<file path="config.mk">
export PLATFORM = sky130hd
export DESIGN_NAME = gb_cart_mbc1
export DESIGN_NICKNAME = d
export VERILOG_FILES = /design/src/rtl/gb_cart_pkg.sv /design/src/rtl/gb_cart_mbc1.sv
export SDC_FILE = /design/constraint.sdc
export NUM_CORES = 1
export LEC_CHECK = 0
export CAP_MARGIN = 0
export CORE_MARGIN = 1.5
export CORE_UTILIZATION = 36
export DETAILED_ROUTE_END_ITERATION = 10
export PLACE_DENSITY = 0.83
export SYNTH_ARGS = -nofsm -noshare
export SYNTH_HDL_FRONTEND = slang
export SYNTH_SLANG_ARGS = --single-unit
</file>
<file path="constraint.sdc">
create_clock -name clk -period 2.9 [get_ports clk]
set_input_delay 0.58 -clock clk [delete_from_list [all_inputs] [get_ports clk]]
set_output_delay 0.58 -clock clk [all_outputs]
set_load 0.1 [all_outputs]
</file>
<file path="src/rtl/gb_cart_pkg.sv">
// gb_cart_pkg: MBC1 register-window map, RAM-enable key and bank reset value
package gb_cart_pkg;
   typedef logic [2:0] region_t;
   localparam logic [15:0] RAM_EN_BASE   = 16'h0000;
   localparam logic [15:0] BANK1_BASE    = 16'h2000;
   localparam logic [15:0] BANK2_BASE    = 16'h4000;
   localparam logic [15:0] MODE_BASE     = 16'h6000;
   localparam logic [15:0] CART_RAM_BASE = 16'hA000;
   localparam logic [3:0]  RAM_KEY       = 4'hA;
   localparam logic [4:0]  BANK1_RST     = 5'd1;
   localparam region_t REG_RAM_EN   = RAM_EN_BASE[15:13];
   localparam region_t REG_BANK1    = BANK1_BASE[15:13];
   localparam region_t REG_BANK2    = BANK2_BASE[15:13];
   localparam region_t REG_MODE     = MODE_BASE[15:13];
   localparam region_t REG_CART_RAM = CART_RAM_BASE[15:13];
endpackage

</file>
<file path="src/rtl/gb_cart_mbc1.sv">
// gb_cart_mbc1: MBC1 bank controller with registered ROM/RAM address mapping
module gb_cart_mbc1
   import gb_cart_pkg::*;
#(
   parameter int ROM_ADDR_W = 16,
   parameter int RAM_ADDR_W = 13
) (
   input  logic                  clk,
   input  logic                  reset,
   input  logic                  ready,
   input  logic [15:0]           cpu_addr,
   input  logic [7:0]            cpu_din,
   input  logic                  cpu_wr,
   output logic [ROM_ADDR_W-1:0] rom_addr,
   output logic                  rom_cs,
   output logic [RAM_ADDR_W-1:0] ram_addr,
   output logic                  ram_cs,
   output logic                  ram_we
);
   logic ram_en, mode, wr_q, wr_evt, in_ram;
   logic [4:0] bank1;
   logic [1:0] bank2, ram_bank;
   logic [6:0] rom_bank;
   region_t region;
   logic unused_din;
   assign unused_din = ^cpu_din[7:5];
   always_comb begin
      region   = cpu_addr[15:13];
      wr_evt   = ready & cpu_wr & ~wr_q;
      in_ram   = region == REG_CART_RAM;
      rom_bank = cpu_addr[14] ? {bank2, bank1} : (mode ? {bank2, 5'd0} : 7'd0);
      ram_bank = mode ? bank2 : 2'd0;
   end
   always_ff @(posedge clk or posedge reset) begin
      if (reset) begin
         wr_q     <= 1'b1;
         ram_en   <= 1'b0;
         bank1    <= BANK1_RST;
         bank2    <= 2'd0;
         mode     <= 1'b0;
         rom_addr <= '0;
         rom_cs   <= 1'b0;
         ram_addr <= '0;
         ram_cs   <= 1'b0;
         ram_we   <= 1'b0;
      end else begin
         wr_q <= cpu_wr;
         if (wr_evt && region == REG_RAM_EN) ram_en <= cpu_din[3:0] == RAM_KEY;
         if (wr_evt && region == REG_BANK1) bank1 <= (cpu_din[4:0] == 5'd0) ? BANK1_RST : cpu_din[4:0];
         if (wr_evt && region == REG_BANK2) bank2 <= cpu_din[1:0];
         if (wr_evt && region == REG_MODE) mode <= cpu_din[0];
         rom_addr <= ROM_ADDR_W'({rom_bank, cpu_addr[13:0]});
         rom_cs   <= ~cpu_addr[15];
         ram_addr <= RAM_ADDR_W'({ram_bank, cpu_addr[12:0]});
         ram_cs   <= in_ram & ram_en;
         ram_we   <= wr_evt & in_ram & ram_en;
      end
   end
endmodule

</file>
==> run_results.csv, run 1 <==
group,metric,value,unit
outcome,status,"complete, no violations",
synth,yosysSeqAreaShare,0.691,
drt,wl_met3,169,um
power_and_ir_drop,power_frac_seq,0.461,
synth,synth_nets,82,
global_route,grt_first_pass_wirelength,2110,um
drt,drc,0,
global_route,grt_usage,0.107,
cts,clk_pin_slew,0.12,ns
cts,ctsResizeCount,0,
power_and_ir_drop,clock_power_share,0.181,
global_route,gr-total-overflow,0,
place,gp_congestion,0.593,
power_and_ir_drop,power_leakage,0.000651,uW
cts,clk_path_buf_depth,2,
die,rows,17,
synth,avgSynthCellArea,15.5,um^2
cts,cts_tree,"done",
finish,drive_gt1_frac,0.455,
drt,wl_per_cell,10.4,um
synth,ys_types,15,
cts,numCtsBuffers,3,
power_and_ir_drop,power_density,595,mW/mm^2
drt,ant_nets,0,
cts,post_cts_buffers,0,
power_and_ir_drop,p_comb_frac,0.358,
die,start_util,0.378,
place,dp_cells,125,
global_route,grt_pass1_vias,527,
drt,met2_wirelength,752,um
timing,relSlewSlack,0.456,
timing,max_freq,634,MHz
power_and_ir_drop,internal-power,464,uW
global_route,grt_max_degree,24,
finish,finalNonFillerCells,129,
finish,nFillCells,191,
cts,cts_hold_repair.buffers,0,
worst_setup_path,crit_type,"primary input to register",
die,die_width,51.2,um
place,hpwl,1110,um
drt,routed_via_density,4.19,
timing,tns,0,ns
worst_setup_path,critPathMaxFanout,4,
cts,clock-sinks,23,
timing,hold_viol_final,0,
timing,setup_violations,0,
cts,cts_max_level,1,
drt,top_layer_used,"met3",
timing,drv_slew,0,
timing,fin_crit,1.58,ns
timing,skew,0.00213,ns
timing,worstMarginPinSlew,0.815,ns
cts,cts_root_buf,"clkbuf_4",
drt,drt_iter0_drc,1,
finish,layout_commonest_cell,"buf_4",
worst_setup_path,worst_setup_path_end_kind,"register",
worst_setup_path,worstPathCellList,"clkdlybuf4s50_1, nor4_2, mux2_2",
finish,layout_common_cells,"buf_4 (32), clkdlybuf4s50_1 (24), dfrtp_1 (21), inv_1 (4), clkbuf_4 (3)",
power_and_ir_drop,switching_share,0.391,
drt,wl_met1,415,um
finish,areaGrowthSynthToFinish,53.2,%
timing,rsz0062_at_grt,"no",
power_and_ir_drop,ir_worst_vdd,332,uV
finish,final_area,0.00128,mm^2
global_route,antenna_found_initial,0,
power_and_ir_drop,power,763,uW
power_and_ir_drop,p_switching,299,uW
finish,diodes,0,
synth,ys_seq_elements,23,
synth,syn_inst,54,
timing,post-route-period-util,0.544,
worst_setup_path,slowest_stage,"clkdlybuf4s50_1",
finish,nets,130,
drt,num_vias,541,
synth,yosysWarnings,0,
worst_setup_path,cp-start-kind,"primary input",
worst_setup_path,critPathRequiredTime,3.10,ns
worst_setup_path,worstPathArrival,1.78,ns
worst_setup_path,cpPeakStageDelay,0.52,ns
die,core-area,0.00221,mm^2
place,port-buffer-count,56,
die,ioPinCount,60,
drt,routed_wl,1340,um
place,placed_area,0.00125,mm^2
drt,firstDrtPassIters,4,
die,die_h,51.2,um
die,die_area,0.00262,mm^2
flow_run,drv_cap,0,
hold_path,hp-class,"register to register",
synth,synth_area,837,um^2
cts,clk_latency,0.30,ns
[final timing paths]
kind | slack (ns) | from | end | cells after the start
min | 0.48 | bank1[0] | bank1[0] | 2
min in group asynchronous | 0.73 | reset | ram_addr[2] | 2
max | 1.32 | cpu_addr[14] | ram_en | 3
max reg2reg | 1.69 | wr_q | bank1[1] | 3
min reg2reg | 0.48 | bank1[0] | bank1[0] | 2
max in group asynchronous | 1.67 | reset | rom_cs | 2
[routing by layer]
layer  GRT usage  up-vias
met5           0        -
met4      0.0395        0
met3      0.0263        0
met2       0.208       39
met1       0.110      251
li1            -      251
[power by group through the flow]
stage,logic (uW),registers (uW),clock network [uW]
2_1_floorplan,105,462,0
3_3_place_gp,273,358,0
3_5_place_dp,276,358,0
4_1_cts,275,353,148
5_1_grt,282,355,162
6_report,273,352,138
[synth_stat cells]
cell / n / area, um^2
nand3_1: 1 / 5.00
nor4_2: 1 / 12.5
inv_1: 4 / 15.0
mux2_4: 1 / 15.0
nor4_1: 1 / 6.26
and2_2: 2 / 15.0
dfstp_2: 2 / 52.6
nor4bb_1: 1 / 10.0
mux2_2: 1 / 11.3
buf_4: 13 / 97.6
mux2i_1: 1 / 10.0
dfrtp_1: 21 / 526
nand3b_4: 2 / 40.0
nor2b_4: 1 / 13.8
nor2_1: 2 / 7.51
[metrics by stage]
stage	hold WS, ns	util	setup slack (ns)
CTS	0.485	0.580	1.34
global placement	0.460	0.567	1.03
global route	0.504	0.580	1.30
floorplan	0.445	-	0.996
detailed placement	0.467	0.567	0.998
finish	0.477	0.580	1.32
[layout make-up]
type	count	area [um^2]	area share
Sequential cell	23	578	0.451
Timing Repair Buffer	56	480	0.375
Multi-Input combinational cell	14	146	0.114
Tap cell	28	35.0	0.0273
Clock buffer	3	22.5	0.0176
Inverter	4	15.0	0.0117
Clock inverter	1	5.00	0.00390
[critical path: cells and delay by family]
kind	cells	cell delay, ns
mux	1	0.36
buf+inv	1	0.52
simple gates	1	0.32
[cell families after synthesis]
group | after synthesis | synth area share
flops | 23 | 0.691
buf+inv | 17 | 0.135
simple gates | 11 | 0.132
mux | 3 | 0.0433
[sequential cells by signal (all words and copies together) (netlist names)]
name,count
rom_addr,9
ram_cs,1
ram_addr,7
ram_we,1
bank1,2
wr_q,1
rom_cs,1
ram_en,1
Note: power is estimated with default switching activity, not from simulation.
==> run 2: changes to the inputs <==
CORE_UTILIZATION = 30   (was 36)
PLACE_DENSITY = 0.74   (was 0.83)
clock period = 1.4 ns   (was 2.9 ns; I/O delays follow)
==> run 2 against run 1 <==
  * Hold slack got worse by 0.15 ns
  * Global-route usage is 2.0 points higher
  * Core utilization increased by 9.1 points
  * Sequential share of layout area fell by 11 points
  * Combinational power grew to 2.6 times the previous value
  * Total power up 130%
  * Cell count is 3.9% higher
  * Highest routed layer is now met4
==> run_results.csv, run 2 (synthesis gave the netlist of run 1 again) <==
group,metric,value,unit
power_and_ir_drop,internal-power,1100,uW
cts,clk_latency,0.30,ns
cts,ctsResizeCount,0,
timing,rsz0062_at_grt,"no",
power_and_ir_drop,power_leakage,0.000791,uW
die,start_util,0.326,
power_and_ir_drop,power_frac_seq,0.433,
drt,wl_per_cell,14.5,um
die,ioPinCount,60,
global_route,grt_usage,0.127,
finish,final_core_util,0.671,
die,die_width,55.8,um
timing,post-route-period-util,0.901,
die,die_h,55.8,um
cts,cts_hold_repair.buffers,0,
power_and_ir_drop,switching_share,0.375,
place,dp_cells,130,
worst_setup_path,crit_type,"primary input to register",
timing,skew,0.00835,ns
worst_setup_path,cp-start-kind,"primary input",
drt,routed_wl,1940,um
cts,cts_tree,"done",
place,hpwl,1700,um
drt,drt_iter0_drc,1,
power_and_ir_drop,p_switching,660,uW
power_and_ir_drop,p_comb_frac,0.398,
global_route,gr-total-overflow,0,
worst_setup_path,critPathMaxFanout,4,
finish,nets,133,
die,die_area,0.00312,mm^2
drt,firstDrtPassIters,3,
worst_setup_path,worst_setup_path_end_kind,"register",
timing,tns,0,ns
finish,drive_gt1_frac,0.587,
cts,clk_path_buf_depth,2,
outcome,status,"complete, no violations",
flow_run,drv_cap,0,
finish,layout_commonest_cell,"buf_12",
die,core-area,0.00257,mm^2
power_and_ir_drop,power_density,1020,mW/mm^2
drt,num_vias,569,
cts,post_cts_buffers,0,
drt,ant_nets,0,
drt,drc,0,
power_and_ir_drop,clock_power_share,0.169,
timing,fin_crit,1.26,ns
hold_path,hp-class,"primary input to asynchronous set/reset pin",
cts,cts_root_buf,"clkbuf_4",
die,rows,18,
global_route,antenna_found_initial,0,
timing,setup_violations,0,
timing,timing.hold.ws,0.329,ns
cts,clk_pin_slew,0.13,ns
place,port-buffer-count,56,
global_route,grt_max_degree,24,
timing,drv_slew,0,
place,gp_congestion,0.736,
finish,top_regs,"rom_addr: 9 flops, ram_addr: 7 flops, bank1: 2 flops",
worst_setup_path,critPathRequiredTime,1.60,ns
timing,hold_viol_final,0,
finish,largest_reg_flops,9,
cts,cts_max_level,1,
finish,layout_common_cells,"buf_12 (32), clkdlybuf4s50_1 (24), dfrtp_2 (13), dfrtp_1 (8), inv_1 (4)",
timing,relSlewSlack,0.815,
finish,areaGrowthSynthToFinish,106,%
timing,worstMarginPinSlew,0.278,ns
global_route,grt_first_pass_wirelength,2930,um
cts,numCtsBuffers,3,
finish,diodes,0,
worst_setup_path,worstPathArrival,1.46,ns
cts,clock-sinks,23,
timing,max_freq,793,MHz
finish,finalNonFillerCells,134,
finish,largest_register,"rom_addr",
drt,routed_via_density,4.25,
power_and_ir_drop,ir_worst_vdd,689,uV
global_route,grt_pass1_vias,565,
[run 2: changes by cell type in the layout (fill, tap and decap cells not counted)]
cell	delta
dfrtp_1	-13
clkbuf_1	+1
clkinv_2	-1
buf_12	+32
dfrtp_2	+13
buf_4	-29
[run 2: path summary, 6_finish.rpt]
path / from / end / slack [ns] / depth (start not counted)
max: cpu_addr[14] / ram_en / 0.14 / 3
min: reset / ram_addr[6] / 0.33 / 3
min in group clk: cpu_addr[8] / rom_addr[8] / 0.39 / 1
max in group asynchronous: reset / wr_q / 0.79 / 3
min reg2reg: bank1[0] / bank1[0] / 0.48 / 2
max reg2reg: wr_q / bank1[1] / 0.21 / 3
[run 2: per-stage QoR]
step	setup slack, ns	power, uW	instance area (um^2)
6_report	0.139	1760	1720
5_1_grt	0.116	1840	1720
4_1_cts	0.131	1780	1720
3_5_place_dp	-0.204	1480	1700
3_3_place_gp	-0.169	1470	1700
2_1_floorplan	0.0832	1180	853
[run 2: area by class of cell]
class                      instances  area [um^2]
sequential                        23          594
clock buffer                       4         26.3
fill                             179          845
tap                               30         37.5
multi-input combinational         14          146
timing repair buffer              59          903
inverter                           4         15.0
[run 2: critical path: stages]
cell and delay, ns:
clkdlybuf4s50_1 0.50, nor4_2 0.32, mux2_2 0.36
[run 2: power groups by stage]
| stage | Clock, uW | Sequential, uW | Combinational [uW] |
|---|---|---|---|
| floorplan | 0 | 962 | 217 |
| global placement | 0 | 773 | 696 |
| detailed placement | 0 | 777 | 704 |
| CTS | 306 | 763 | 705 |
| global route | 353 | 768 | 715 |
| finish | 297 | 762 | 700 |
[run 2: per-layer routing]
layer	GRT usage	wire (um)	vias to the layer above
met5	0	0	-
met4	0.0510	18	0
met3	0.0535	206	2
met2	0.206	932	43
met1	0.149	781	266
li1	-	-	258
